--- config.mk ---
export PLATFORM = sky130hd
export DESIGN_NAME = mul_seq_ctrl
export DESIGN_NICKNAME = d
export VERILOG_FILES = /design/src/rtl/mul_seq_ctrl_pkg.sv /design/src/rtl/mul_shift_add_dp.sv /design/src/rtl/mul_seq_ctrl.sv
export SDC_FILE = /design/constraint.sdc
export NUM_CORES = 1
export LEC_CHECK = 0
export BUFFER_PORTS_ARGS = -buffer_cell sky130_fd_sc_hd__clkbuf_2
export CAP_MARGIN = 20
export CORE_UTILIZATION = 52
export CTS_CLUSTER_DIAMETER = 120
export DETAILED_ROUTE_END_ITERATION = 8
export PLACE_DENSITY = 0.75
export SYNTH_ARGS = -nofsm -noshare
export SYNTH_HDL_FRONTEND = slang
export SYNTH_SLANG_ARGS = --single-unit
--- constraint.sdc ---
create_clock -name clk -period 3 [get_ports clk]
set_input_delay 0.9 -clock clk [delete_from_list [all_inputs] [get_ports clk]]
set_output_delay 0.9 -clock clk [all_outputs]
set_load 0.005 [all_outputs]
--- src/rtl/mul_seq_ctrl_pkg.sv ---
// Shared ALU operation codes and multiply sequencer state encoding.
// Used by the ALU control decoder, the ALU and mul_seq_ctrl.
package mul_seq_ctrl_pkg;

  localparam logic [3:0] AND_OP = 4'd0;
  localparam logic [3:0] OR_OP  = 4'd1;
  localparam logic [3:0] ADD_OP = 4'd2;
  localparam logic [3:0] SLL_OP = 4'd3;
  localparam logic [3:0] SRL_OP = 4'd4;
  localparam logic [3:0] SUB_OP = 4'd6;
  localparam logic [3:0] SLT_OP = 4'd7;
  localparam logic [3:0] MUL_OP = 4'd8;

  typedef enum logic [1:0] {
    StIdle = 2'd0,
    StRun  = 2'd1,
    StDone = 2'd2
  } mul_state_e;

endpackage

--- src/rtl/mul_shift_add_dp.sv ---
// Shift-add multiply datapath: holds the multiplicand, multiplier and accumulator.
// Each step retires BITS_PER_CYCLE multiplier bits into the low DATA_W product bits.
module mul_shift_add_dp
  import mul_seq_ctrl_pkg::*;
#(
  parameter int unsigned DATA_W         = 32,
  parameter int unsigned BITS_PER_CYCLE = 1
) (
  input  logic              clk,
  input  logic              arst_n,
  input  logic              load,
  input  logic              step,
  input  logic [DATA_W-1:0] op_a,
  input  logic [DATA_W-1:0] op_b,
  output logic [DATA_W-1:0] acc
);

  logic [DATA_W-1:0] mcand_q, mcand_d;
  logic [DATA_W-1:0] mplier_q, mplier_d;
  logic [DATA_W-1:0] acc_q, acc_d;
  logic [DATA_W-1:0] partial;

  // mcand * low multiplier digit, built from shifted adds so no multiplier is inferred.
  always_comb begin
    partial = '0;
    for (int i = 0; i < int'(BITS_PER_CYCLE); i++) begin
      if (mplier_q[i]) begin
        partial = partial + (mcand_q << i);
      end
    end
  end

  always_comb begin
    mcand_d  = mcand_q;
    mplier_d = mplier_q;
    acc_d    = acc_q;
    if (load) begin
      mcand_d  = op_a;
      mplier_d = op_b;
      acc_d    = '0;
    end else if (step) begin
      acc_d    = acc_q + partial;
      mcand_d  = mcand_q << BITS_PER_CYCLE;
      mplier_d = mplier_q >> BITS_PER_CYCLE;
    end
  end

  always_ff @(posedge clk or negedge arst_n) begin
    if (!arst_n) begin
      mcand_q  <= '0;
      mplier_q <= '0;
      acc_q    <= '0;
    end else begin
      mcand_q  <= mcand_d;
      mplier_q <= mplier_d;
      acc_q    <= acc_d;
    end
  end

  assign acc = acc_q;

endmodule

--- src/rtl/mul_seq_ctrl.sv ---
// Iterative multiply sequencer beside the EX-stage ALU: stalls the pipeline while a
// MUL runs through the shift-add datapath, then presents the product for one cycle.
module mul_seq_ctrl
  import mul_seq_ctrl_pkg::*;
#(
  parameter int unsigned DATA_W         = 32,
  parameter int unsigned BITS_PER_CYCLE = 1
) (
  input  logic              clk,
  input  logic              arst_n,
  input  logic              ex_valid,
  input  logic [3:0]        alu_control,
  input  logic [DATA_W-1:0] op_a,
  input  logic [DATA_W-1:0] op_b,
  input  logic              flush,
  output logic              stall,
  output logic              busy,
  output logic [DATA_W-1:0] result,
  output logic              result_valid
);

  localparam int unsigned N_ITER = DATA_W / BITS_PER_CYCLE;
  localparam int unsigned CNT_W  = (N_ITER > 1) ? $clog2(N_ITER) : 1;
  localparam logic [CNT_W-1:0] CNT_LAST = CNT_W'(N_ITER - 1);

  if (BITS_PER_CYCLE == 0 || (DATA_W % BITS_PER_CYCLE) != 0) begin : gen_param_check
    $error("mul_seq_ctrl: BITS_PER_CYCLE must be non-zero and divide DATA_W");
  end

  mul_state_e        state_q, state_d;
  logic [CNT_W-1:0]  cnt_q, cnt_d;
  logic [DATA_W-1:0] result_q, result_d;
  logic [DATA_W-1:0] acc;
  logic              start;
  logic              load;
  logic              step;

  assign start = ex_valid & (alu_control == MUL_OP) & ~flush;

  always_comb begin
    state_d      = state_q;
    cnt_d        = cnt_q;
    load         = 1'b0;
    step         = 1'b0;
    stall        = 1'b0;
    result_valid = 1'b0;
    unique case (state_q)
      StIdle: begin
        if (start) begin
          stall   = 1'b1;
          load    = 1'b1;
          cnt_d   = '0;
          state_d = StRun;
        end
      end
      StRun: begin
        if (flush) begin
          state_d = StIdle;
        end else begin
          stall = 1'b1;
          step  = 1'b1;
          cnt_d = cnt_q + CNT_W'(1);
          if (cnt_q == CNT_LAST) begin
            state_d = StDone;
          end
        end
      end
      StDone: begin
        // Always back to idle so the MUL still sitting in EX is not restarted.
        result_valid = ~flush;
        state_d      = StIdle;
      end
      default: state_d = StIdle;
    endcase
  end

  // A flushed product is never committed, so result keeps the last delivered value.
  assign result_d = result_valid ? acc : result_q;
  assign result   = result_d;
  assign busy     = (state_q != StIdle);

  always_ff @(posedge clk or negedge arst_n) begin
    if (!arst_n) begin
      state_q  <= StIdle;
      cnt_q    <= '0;
      result_q <= '0;
    end else begin
      state_q  <= state_d;
      cnt_q    <= cnt_d;
      result_q <= result_d;
    end
  end

  mul_shift_add_dp #(
    .DATA_W         (DATA_W),
    .BITS_PER_CYCLE (BITS_PER_CYCLE)
  ) u_dp (
    .clk    (clk),
    .arst_n (arst_n),
    .load   (load),
    .step   (step),
    .op_a   (op_a),
    .op_b   (op_b),
    .acc    (acc)
  );

endmodule
# Word-level counts from Yosys, hierarchy flattened
# Cells that the tools add are included.
# Widths: inputs -> output; s select.
[word_totals]
ff_bits = 135
latchBits = 0
ram_bits = 0
romBits = 0
input_bits = 72
output_inout_bits = 35
elab_cells = 45
memories = 0
[classes]
n_addsub = 2
mul = 0
n_div = 0
magnitude_cmp = 0
eq_ne = 7
shift = 0
n_mux = 21
n_bitwise = 3
n_reduce_logical = 6
[ops]
columns = ["operator", "n"]
rows = [
  ["$mux 32", 8],
  ["$add 32x32->32", 1],
  ["$mux 5", 2],
  ["$pmux 5 s2", 1],
  ["$mux 2", 3],
  ["$reduce_bool 2->1", 3],
  ["$add 5x1->5 const B", 1],
  ["$eq 5x5->1 const B", 1],
  ["$mux 1", 5],
  ["$eq 4x4->1 const B", 1],
  ["$ne 2x2->1 const B", 2],
  ["$pmux 2 s2", 1],
  ["$ne 3x3->1 const B", 1],
  ["$reduce_and 3->1", 1],
  ["$and 1x1->1", 2],
  ["$eq 2x1->1 const B", 1],
  ["$eq 2x2->1 const B", 1],
  ["$logic_not 2->1", 1],
  ["$pmux 1 s2", 1],
  ["$reduce_and 2->1", 1],
  ["$not 1->1", 1],
]

# Logic depth before layout (Yosys ltp)
# Gate-level depths: netlist (run 1).
[logic_depth]
ltp_word = 6
ltp_mapped = 13
ltp_nobuf = 13

# Modules after synthesis
# Synthesis (run 1) repeated with hierarchy kept, for this count alone.
[hier_totals]
cells_unflattened = 744
area_unflattened_um2 = 7543.5
[modules_own_cells]
columns = ["mod", "n_inst", "cells_per_inst", "area_per_inst_um2", "seq_area_each_um2"]
rows = [
  ["mul_shift_add_dp", 1, 639, 5975.7, 2402.3],
  ["mul_seq_ctrl", 1, 105, 1567.8, 975.9],
]

# Worst setup path before layout (run 1)
# OpenSTA, ideal clock, no wires.
[synth_path]
kind = "input -> output"
start = "input port flush"
end = "output port result[22]"
arrival_time_ns = 2.149
slack_ns = -0.049
path_stages = 3
path_buffers = 1
path_cell_list = "nor3b_1 -> clkbuf_1 -> mux2_2"
[synth_between]
elab_chain_len = 3
[synth_lines]
columns = ["item", "line_no", "text"]
rows = [
  ["start, declared", "mul_seq_ctrl.sv:15", "input logic flush,"],
  ["$not 1->1", "mul_seq_ctrl.sv:70", "result_valid = ~flush;"],
  ["$mux 1", "mul_seq_ctrl.sv:47", "unique case (state_q)"],
  ["net result_valid", "mul_seq_ctrl.sv:19", "output logic result_valid"],
  ["$mux 32", "mul_seq_ctrl.sv:78", "assign result_d = result_valid ? acc : result_q;"],
  ["end, declared", "mul_seq_ctrl.sv:18", "output logic [DATA_W-1:0] result,"],
]
# The timed path passes the listed nets, and every way through them passes these cells.

# Final worst setup path (run 1)
[layout_path]
start = "register u_dp.mplier_q[0]"
end = "register u_dp.acc_q[26] (netlist: u_dp.acc[26])"
[layout_between]
elab_chain_len = 4
[layout_lines]
columns = ["item", "line_no", "text"]
rows = [
  ["start, declared", "mul_shift_add_dp.sv:19", "logic [DATA_W-1:0] mplier_q, mplier_d;"],
  ["start signal, assigned", "mul_shift_add_dp.sv:55", "mplier_q <= mplier_d;"],
  ["$mux 32", "mul_shift_add_dp.sv:27", "if (mplier_q[i]) begin"],
  ["$add 32x32->32", "mul_shift_add_dp.sv:42", "acc_d = acc_q + partial;"],
  ["$mux 32", "mul_shift_add_dp.sv:41", "end else if (step) begin"],
  ["$mux 32", "mul_shift_add_dp.sv:37", "if (load) begin"],
  ["end signal, assigned", "mul_shift_add_dp.sv:52", "acc_q <= '0;"],
  ["end signal, assigned", "mul_shift_add_dp.sv:56", "acc_q <= acc_d;"],
  ["end, declared", "mul_shift_add_dp.sv:20", "logic [DATA_W-1:0] acc_q, acc_d;"],
]
# Every way passes these cells. The select of a mux whose other input is x is not followed.
# A chain may end at the register's enable or synchronous reset.

==> summary.txt, run 1 <==
Floorplanning
  • Die Ht: around 120 um
  • Initial core utilization: approximately 53%
  • Total core area: roughly 13000 um^2
  • Die W: approximately 120 um
  • Die Footprint: 14140 um^2
  • # IOs: about 110
  • Row cnt: 42

Placed design
  • Gp weighted congestion: between 0.9 and 1
  • Port Buffers: between 100 and 150
  • Post-DP HPWL: 11070 um
  • Pre-CTS setup slack: -0.1517 ns

Cells and area
  • Layout cells sized above 1: about 29%
  • Ant. Diodes: 0
  • Layout fillers: 1025
  • Final #Nets: 967
  • Most frequent cells in the layout: nand2_1, dfrtp_1, clkbuf_2, a22oi_1, buf_4
  • Area growth, synth to finish: 24.96%
  • Commonest non-fill, non-tap cell in the layout: nand2_1

Yosys
  • Synth area leader: dfrtp_1
  • Syn nets: 844
  • Cells after Synth: ~740
  • Post-synth EDFFs: 0
  • Synthesized area per cell: 9.633 um^2
  • Netlist cell types: 49
  • Post-Syn Area: around 7100 um^2
  • Post-synth ARST share: 100.0%
  • Post-synthesis sequential area ratio: approximately 48%
  • Warnings, synthesis: 0
  • Top cells by area, synth: dfrtp_1, nand2_1, a22oi_1, ha_1, mux2_2
  • Flops & latches, synth: between 100 and 150
  • Area share of the largest cell type after synthesis: between 40% and 50%
  • Synth Flop Type: dfrtp_1

Timing
  • Skew final: between 0.006 and 0.007 ns
  • Final TNS setup: -0.2104 ns
  • Peak Freq: between 300 and 400 MHz
  • Hold Vio Cnt, Final: 0
  • Setup ws final: -0.06983 ns
  • WHS: roughly 0.45 ns
  • Worst rel slew slack: 45.78%
  • Slew @ Worst Pin: a little over 0.8 ns
  • RSZ-0062 raised after global routing: yes
  • Min cycle time layout: 3.070 ns
  • Period utilization: 102.3%
  • Final Max Slew Viols: 0
  • Final setup viols: 4

Clock tree
  • H-tree levels: 4
  • Cts bufs inserted: 17
  • Clock root buffer: clkbuf_16
  • Hold-fix buffers, CTS: 0
  • Clk slew on worst S/H paths: 0.06 ns
  • Clk buf depth: 2
  • CTS Sinks: 135
  • CTS tree: yes
  • Clock Latency Late Sink: about 0.42 ns

Status
  • Status: complete, but fails checks
  • Failing checks: negative setup slack

Worst setup path
  • Worst reg-to-reg setup slack: -0.07 ns
  • Worst path slowest cell: a2111o_1
  • Critical-path maximum fanout: 8
  • FF-to-FF path depth: 12
  • Reg-to-reg endpoint: u_dp.acc[26]$_DFFE_PN0N_
  • Worst setup EP type: flip-flop
  • Startpoint type of the worst setup path: flip-flop
  • Crit-path cells: buf_6, and2_4, ha_4, a2111o_1, o21a_1, a2111o_1, a31oi_4, o31ai_4, buf_4, a41oi_2, xor2_1, o21ai_1
  • CP peak stage delay: 0.46 ns
  • Worst Path Required: 3.30 ns
  • Critical path's most frequent cell: a2111o_1
  • Setup CP Type: flip-flop to flip-flop
  • Crit path max-delay family: compound AO/OA/AOI/OAI gates
  • Critical R2R Launch: u_dp.mplier_q[0]$_DFFE_PN0N_
  • Crit path buf inv count: 2
  • Arrival @ worst endpoint: 3.37 ns

Routing
  • Initial drt markers: around 400
  • Drt drc: 0
  • Post-route ant nets: 0
  • DRT Pass-1 Iters: 4
  • Vias per cell: around 5.7
  • Drt total wl: 17250 um
  • Detailed-route via count: roughly 6000
  • Wire per inst: between 15 and 20 um

Pwr
  • VDD IR max: about 0.00045 V
  • Total power: roughly 5 mW
  • Leak: around 4.5 nW
  • P per Cell Area: between 500 and 600 nW/um^2

GRT
  • Number of global-route vias before repair: roughly 6200
  • Gr ovfl total: 0
  • GRT Total Usage: ~26%
  • First-pass GRT wire length: 28790 um
  • Initial antenna violation count: 0
  • Largest net degree at the start of global routing: about 90

Worst hold path
  • Worst min-delay path category: input port to async pin

Run
  • Max cap viols: 0
-- cell families (layout without fill, tap and decap cells) --
kind of cell / after synthesis / after routing / synth area share, %
flip-flops: 135 / 135 / 47.52
multiplexers: 39 / 39 / 6.054
AO/OA/AOI/OAI: 193 / 193 / 18.11
AND/OR/NAND/NOR: 260 / 260 / 16.33
adder cells (fa/ha/maj): 34 / 34 / 6.089
buffers and inverters: 51 / 186 / 2.693
XOR/XNOR: 26 / 26 / 3.203
-- through the flow --
| step | cells | cell area (um^2) | utilization, % |
|---|---|---|---|
| finish | 1049 | 8884 | 66.82 |
| global route | 1049 | 8884 | 66.82 |
| CTS | 1042 | 8685 | 65.32 |
| detailed placement | 1007 | 8024 | 60.35 |
| global placement | 1007 | 8024 | 60.35 |
| floorplan | 738 | 7128 | - |
-- metal layers --
layer	vias to the layer above	part of all wire, %	global-route usage, %
li1	2837	-	-
met1	2970	44	31.67
met2	164	49	42.07
met3	36	5.3	7.711
met4	0	1.8	9.810
met5	-	0	0
-- state kept, by name (all words and copies together) (netlist names) --
| signal | flops |
|---|---|
| u_dp.mcand_q | 32 |
| u_dp.acc | 32 |
| u_dp.mplier_q | 32 |
| cnt_q | 5 |
| result_q | 32 |
| state_q | 2 |
-- report_power, final --
group	switching, mW	internal (mW)
combinational	0.383	0.319
sequential	0.183	2.06
clock	0.758	1.30
total	1.32	3.69
-- how the worst max path moves through the flow --
stage | cells past startpoint | endpoint | startpoint | slack (ns)
floorplan | 12 | u_dp.acc[30]$_DFFE_PN0N_ | u_dp.mplier_q[0]$_DFFE_PN0N_ | 0.02
global placement | 12 | u_dp.acc[28]$_DFFE_PN0N_ | u_dp.mplier_q[0]$_DFFE_PN0N_ | -0.08
detailed placement | 12 | u_dp.acc[28]$_DFFE_PN0N_ | u_dp.mplier_q[0]$_DFFE_PN0N_ | -0.15
CTS | 13 | u_dp.acc[30]$_DFFE_PN0N_ | u_dp.mplier_q[0]$_DFFE_PN0N_ | -0.05
global route | 11 | u_dp.acc[30]$_DFFE_PN0N_ | u_dp.mplier_q[0]$_DFFE_PN0N_ | -0.20
finish | 12 | u_dp.acc[26]$_DFFE_PN0N_ | u_dp.mplier_q[0]$_DFFE_PN0N_ | -0.07
-- worst register-to-register path, delay by kind of cell (launching register included) --
kind / cells / cell delay (ns)
flip-flops: 1 / 0.44
AND/OR/NAND/NOR: 1 / 0.14
AO/OA/AOI/OAI: 7 / 1.68
adder cells (fa/ha/maj): 1 / 0.23
buffers and inverters: 2 / 0.31
XOR/XNOR: 1 / 0.17
-- what timing repair did --
action / CTS / global route
pin swaps: 8 / 12
gates cloned: 0 / 0
setup buffers: 4 / 7
resized for setup: 14 / 32
setup endpoints to repair: 11 / 18
-- synthesized netlist by cell type (4+ instances only) --
cell type	instances
clkbuf_1	41
o22ai_1	13
mux2_2	32
nor2_1	16
nand3_1	4
a22oi_1	61
o21a_1	4
nand2b_1	7
xnor2_1	9
dfrtp_1	135
ha_1	33
and2_1	35
nand4_1	7
inv_1	7
xor2_1	17
o21ai_0	41
nand2_1	175
mux2i_1	7
nor2b_1	5
a21oi_1	33
a21o_1	12
-- layout make-up --
cell class	instances	area, um^2	share of cell area, %
inverters	7	26.28	0.2958
clock inverters	7	93.84	1.056
repair buffers	148	909.6	10.24
well taps	176	220.2	2.479
flip-flops and latches	135	3379	38.04
multi-input cells	552	3762	42.35
clock buffers	24	491.7	5.535
No activity file was read; power rests on OpenSTA's default activity.
==> inputs of run 2 (changes only) <==
- ABC_AREA: unset -> 1
- CORE_UTILIZATION: 52 -> 53
==> summary.txt, run 2 <==
Status
  • Status: completed

Clock tree
  • Clk buf depth: 2
  • Clk slew on worst S/H paths: about 0.060 ns
  • Cts bufs inserted: 17
  • CTS Sinks: 135
  • Postcts setup bufs: 0
  • Hold-fix buffers, CTS: 0
  • Clock Latency Late Sink: around 0.43 ns
  • Clock root buffer: clkbuf_16
  • CTS tree: yes
  • H-tree levels: 4
  • Post-CTS sizing: 0

Cells and area
  • Ant. Diodes: 0
  • Final #Nets: around 1300
  • Core Util, Final: 62.38%
  • Area growth, synth to finish: 15.19%
  • Design area: 9448 um^2
  • Layout fillers: between 1000 and 1500
  • Commonest non-fill, non-tap cell in the layout: nand2_1
  • Final std cells w/o fill: ~1400
  • Most frequent cells in the layout: nand2_1, inv_1, dfrtp_1, clkbuf_2, o221ai_1
  • Layout cells sized above 1: 14.61%

Routing
  • Drt drc: 0
  • Drt total wl: just under 20000 um
  • Post-route ant nets: 0
  • DRT Pass-1 Iters: 5
  • Wire per inst: approximately 14 um
  • Vias per cell: a little over 5
  • Initial drt markers: 487
  • Detailed-route via count: 7206

Floorplanning
  • Initial core utilization: between 50% and 60%
  • # IOs: roughly 110
  • Row cnt: 45
  • Die W: between 100 and 150 um
  • Total core area: approximately 15000 um^2
  • Die Footprint: ~16000 um^2
  • Die Ht: 126.4 um

Timing
  • Slew @ Worst Pin: 0.8556 ns
  • Period utilization: ~93%
  • Final Max Slew Viols: 0
  • Skew final: between 0.01 and 0.015 ns
  • Hold Vio Cnt, Final: 0
  • Peak Freq: 357.2 MHz
  • Min cycle time layout: 2.800 ns
  • RSZ-0062 raised after global routing: no
  • Final setup viols: 0
  • WHS: between 0.3 and 0.4 ns
  • Setup ws final: 0.2004 ns
  • Final TNS setup: 0 ns
  • Worst rel slew slack: 42.96%

Pwr
  • Total power: between 6 and 7 mW
  • P per Cell Area: ~730 nW/um^2
  • VDD IR max: 0.0004073 V
  • Leak: around 5.5 nW

Yosys
  • Syn nets: about 1200
  • Flops & latches, synth: 135
  • Synth Flop Type: dfrtp_1
  • Synth area leader: dfrtp_1
  • Post-synth top cells: nand2_1, inv_1, dfrtp_1
  • Cells after Synth: 1132
  • Post-synth EDFFs: 0
  • Post-synth ARST share: between 90% and 100%
  • Warnings, synthesis: 0
  • Top cells by area, synth: dfrtp_1, nand2_1, inv_1, o221ai_1, ha_1
  • Netlist cell types: 35
  • Area share of the largest cell type after synthesis: between 40% and 50%
  • Count leader, synth: nand2_1
  • Synthesized area per cell: approximately 7.2 um^2
  • Post-Syn Area: roughly 8000 um^2
  • Post-synthesis sequential area ratio: just over 40%

Worst setup path
  • Worst setup EP type: output port
  • Crit-path cells: clkbuf_2, nor3_4, inv_2, buf_12, o21ai_0, clkbuf_2
  • Critical R2R Launch: u_dp.mplier_q[0]$_DFFE_PN0N_
  • CP peak stage delay: around 0.24 ns
  • Worst reg-to-reg setup slack: 0.54 ns
  • Startpoint type of the worst setup path: input port
  • FF-to-FF path depth: 15
  • Crit path buf inv count: 4
  • Worst path slowest cell: o21ai_0
  • Critical path's most frequent cell: clkbuf_2
  • Critical-path maximum fanout: 39
  • Arrival @ worst endpoint: between 1.5 and 2 ns
  • Worst Path Required: ~2.1 ns
  • Crit path max-delay family: buffers and inverters
  • Reg-to-reg endpoint: u_dp.acc[24]$_DFFE_PN0N_
  • Setup CP Type: input port to output port

GRT
  • Largest net degree at the start of global routing: 83
  • First-pass GRT wire length: roughly 33000 um
  • Gr ovfl total: 0
  • Number of global-route vias before repair: roughly 6900
  • GRT Total Usage: 25.99%
  • Initial antenna violation count: 0

Placed design
  • Dpl cells: about 1400
  • Pre-CTS setup slack: 0.1834 ns
  • Post-DP HPWL: 14160 um
  • Gp weighted congestion: a little over 0.9
  • Port Buffers: approximately 110
  • DP Area: between 8000 and 9000 um^2

Run
  • Max cap viols: 0

Worst hold path
  • Worst min-delay path category: input port to async pin
==> run 2: cell families (layout without fill, tap and decap cells) <==
family / after synthesis / after routing / share of synthesized area (%)
xor gates and xnor gates: 10 / 10 / 1.068
and+or+nand+nor: 538 / 538 / 26.77
AOI/OAI and AO/OA: 141 / 141 / 11.79
buffers and inverters: 274 / 388 / 13.90
DFF: 135 / 135 / 41.19
adders and majority gates: 34 / 34 / 5.278
==> run 2: how the worst max path moves through the flow <==
stage | from | end | slack (ns) | depth (start not counted)
final | flush | result[10] | 0.20 | 6
after global routing | flush | result[7] | 0.08 | 6
after CTS | flush | result[1] | 0.18 | 6
after detailed placement | flush | result[1] | 0.18 | 6
after global placement | flush | result[8] | 0.25 | 6
after floorplan | flush | result[12] | 0.43 | 5
==> run 2: report_power, final <==
group	switching, mW	total [mW]	internal, mW
sequential	0.264	2.54	2.28
combinational	1.39	2.22	0.832
clock	0.891	2.16	1.27
==> run 2: final cells by class <==
type                       count  area [um^2]  share of cell area, %
clock buffer                  18        439.2                  4.648
clock inverter                14        162.7                  1.722
inverter                     237        889.6                  9.416
multi-input combinational    723         3684                  38.99
sequential                   135         3378                  35.76
tap                          188        235.2                  2.490
timing repair buffer         119        659.4                  6.979
==> run 2: routing by layer <==
metal  track usage [%]  routed length [um]  vias to the layer above
met5                 0                   0                        -
met3             7.339                1171                       28
met1             34.44                9209                     3265
met4             9.001                 351                        0
li1                  -                   -                     3745
met2             40.92                8696                      168
==> inputs of run 3 (changes only) <==
- CORE_UTILIZATION: 53 -> 59
- PLACE_DENSITY: 0.75 -> 0.79
- clock period: 3 -> 2.7 ns (I/O delays scaled with it)
==> summary.txt, run 3 (synthesis gave the netlist of run 2 again) <==
Floorplanning
  • Die W: about 120 um
  • Total core area: ~13000 um^2
  • Die Ht: between 100 and 150 um
  • # IOs: about 110
  • Row cnt: 42
  • Die Footprint: 14380 um^2
  • Initial core utilization: 61.20%

Worst setup path
  • Critical-path maximum fanout: between 40 and 50
  • Critical path's most frequent cell: clkbuf_2
  • Crit-path cells: clkbuf_2, nor3_4, inv_2, buf_12, o21ai_0, clkbuf_2
  • Critical R2R Launch: u_dp.mplier_q[0]$_DFFE_PN0N_
  • Worst path slowest cell: o21ai_0
  • CP peak stage delay: between 0.2 and 0.25 ns
  • Crit path from: flush
  • Setup CP Type: input port to output port
  • Arrival @ worst endpoint: ~1.8 ns
  • Worst setup EP type: output port
  • Startpoint type of the worst setup path: input port
  • Worst Path Required: approximately 1.9 ns

Routing
  • Vias per cell: 5.081
  • Drt total wl: approximately 19000 um
  • Detailed-route via count: roughly 7200
  • Initial drt markers: between 400 and 500
  • DRT Pass-1 Iters: 5
  • Post-route ant nets: 0
  • Wire per inst: between 10 and 15 um
  • Drt drc: 0

Pwr
  • Leak: about 5.5 nW
  • VDD IR max: just over 0.0005 V
  • P per Cell Area: about 800 nW/um^2
  • Total power: roughly 7.6 mW

Worst hold path
  • Worst min-delay path category: input port to async pin

Timing
  • Slew @ Worst Pin: about 0.45 ns
  • Final setup viols: 0
  • Peak Freq: 384.9 MHz
  • Skew final: between 0.005 and 0.006 ns
  • Setup ws final: just over 0.1 ns
  • Final Max Slew Viols: 0
  • RSZ-0062 raised after global routing: no
  • Min cycle time layout: approximately 2.6 ns
  • Final TNS setup: 0 ns
  • Period utilization: 96.22%
  • Hold Vio Cnt, Final: 0
  • Worst rel slew slack: a little over two thirds

GRT
  • GR Util met3: under 10%
  • Met1 GRT Util: a little under 40%
  • Gr ovfl total: 0
  • Most Crowded Layer GR: met2
  • GRT Total Usage: around 28%
  • Number of global-route vias before repair: 6759
  • Largest net degree at the start of global routing: 84
  • GR met2 Demand/Resource: 44.07%
  • First-pass GRT wire length: 31920 um
  • Initial antenna violation count: 0

Cells and area
  • Most frequent cells in the layout: nand2_1, inv_1, dfrtp_1, clkbuf_2, o221ai_1
  • Core Util, Final: 70.72%
  • Layout fillers: approximately 1200
  • Multi-input gate area: between 3000 and 4000 um^2
  • Commonest non-fill, non-tap cell in the layout: nand2_1
  • Register area: ~3400 um^2
  • Layout cells sized above 1: roughly 15%
  • Area growth, synth to finish: 15.55%
  • Final #Nets: 1340
  • Ant. Diodes: 0

Status
  • Status: completed

Clock tree
  • Cts bufs inserted: 17
  • Clock Latency Late Sink: between 0.4 and 0.5 ns
  • Clk slew on worst S/H paths: 0.06 ns
  • Clock root buffer: clkbuf_16
  • H-tree levels: 4
  • CTS Sinks: between 100 and 150
  • Clk buf depth: 2
  • Hold-fix buffers, CTS: 0
  • CTS tree: yes

Placed design
  • Post-DP HPWL: between 10000 and 15000 um
  • Pre-CTS setup slack: between 0.05 and 0.06 ns
  • Gp weighted congestion: 0.9061
  • Port Buffers: between 100 and 150

Run
  • Max cap viols: 0
## run 3: layer usage
metal | share of wire [%] | routed length [um]
met5 | 0 | 0
met2 | 45 | 8602
met1 | 46 | 8837
met3 | 6.7 | 1272
met4 | 1.6 | 298
## run 3: path summary, 6_finish.rpt
path	to	slack, ns	depth (start not counted)
min	result_q[1]$_DFF_PN0_	0.31	1
min reg2reg	result_q[22]$_DFF_PN0_	0.47	2
min in group clk	result_q[22]$_DFF_PN0_	0.47	2
max in group asynchronous	result_q[24]$_DFF_PN0_	1.75	2
max	result[3]	0.10	6
max reg2reg	u_dp.acc[24]$_DFFE_PN0N_	0.31	15
## run 3: worst max-delay path: cells and delay by family
family | cells | cell delay [ns]
buffers and inverters | 4 | 0.51
AOI/OAI and AO/OA | 1 | 0.23
and+or+nand+nor | 1 | 0.21
## run 3: through the flow
| stage | cell area, um^2 | hold slack (ns) | std cells |
|---|---|---|---|
| global route | 9477 | 0.3493 | 1422 |
| finish | 9477 | 0.3149 | 1422 |
| detailed placement | 8889 | 0.4575 | 1391 |
| global placement | 8889 | 0.4533 | 1391 |
| floorplan | 8202 | 0.4491 | 1132 |
| CTS | 9477 | 0.3227 | 1422 |
## run 3: where the power goes
part | leakage (nW) | total, mW | internal [mW] | switching [mW]
Combinational | 3.49 | 2.47 | 0.927 | 1.54
Clock | 0.288 | 2.31 | 1.43 | 0.883
Sequential | 1.69 | 2.82 | 2.53 | 0.285
Total | 5.47 | 7.60 | 4.89 | 2.71
## run 3: final cells by class
| type | count | area share, % |
|---|---|---|
| Sequential cell | 135 | 35.65 |
| Tap cell | 176 | 2.324 |
| Inverter | 237 | 9.387 |
| Clock inverter | 11 | 1.281 |
| Multi-Input combinational cell | 723 | 38.87 |
| Timing Repair Buffer | 120 | 7.565 |
| Clock buffer | 20 | 4.925 |
## run 3: repair_timing
| action | 4_1_cts | 5_1_grt |
|---|---|---|
| hold endpoints to repair | 0 | 0 |
| gates resized for setup | 0 | 7 |
| setup endpoints to repair | 0 | 7 |
| buffers inserted | 0 | 0 |
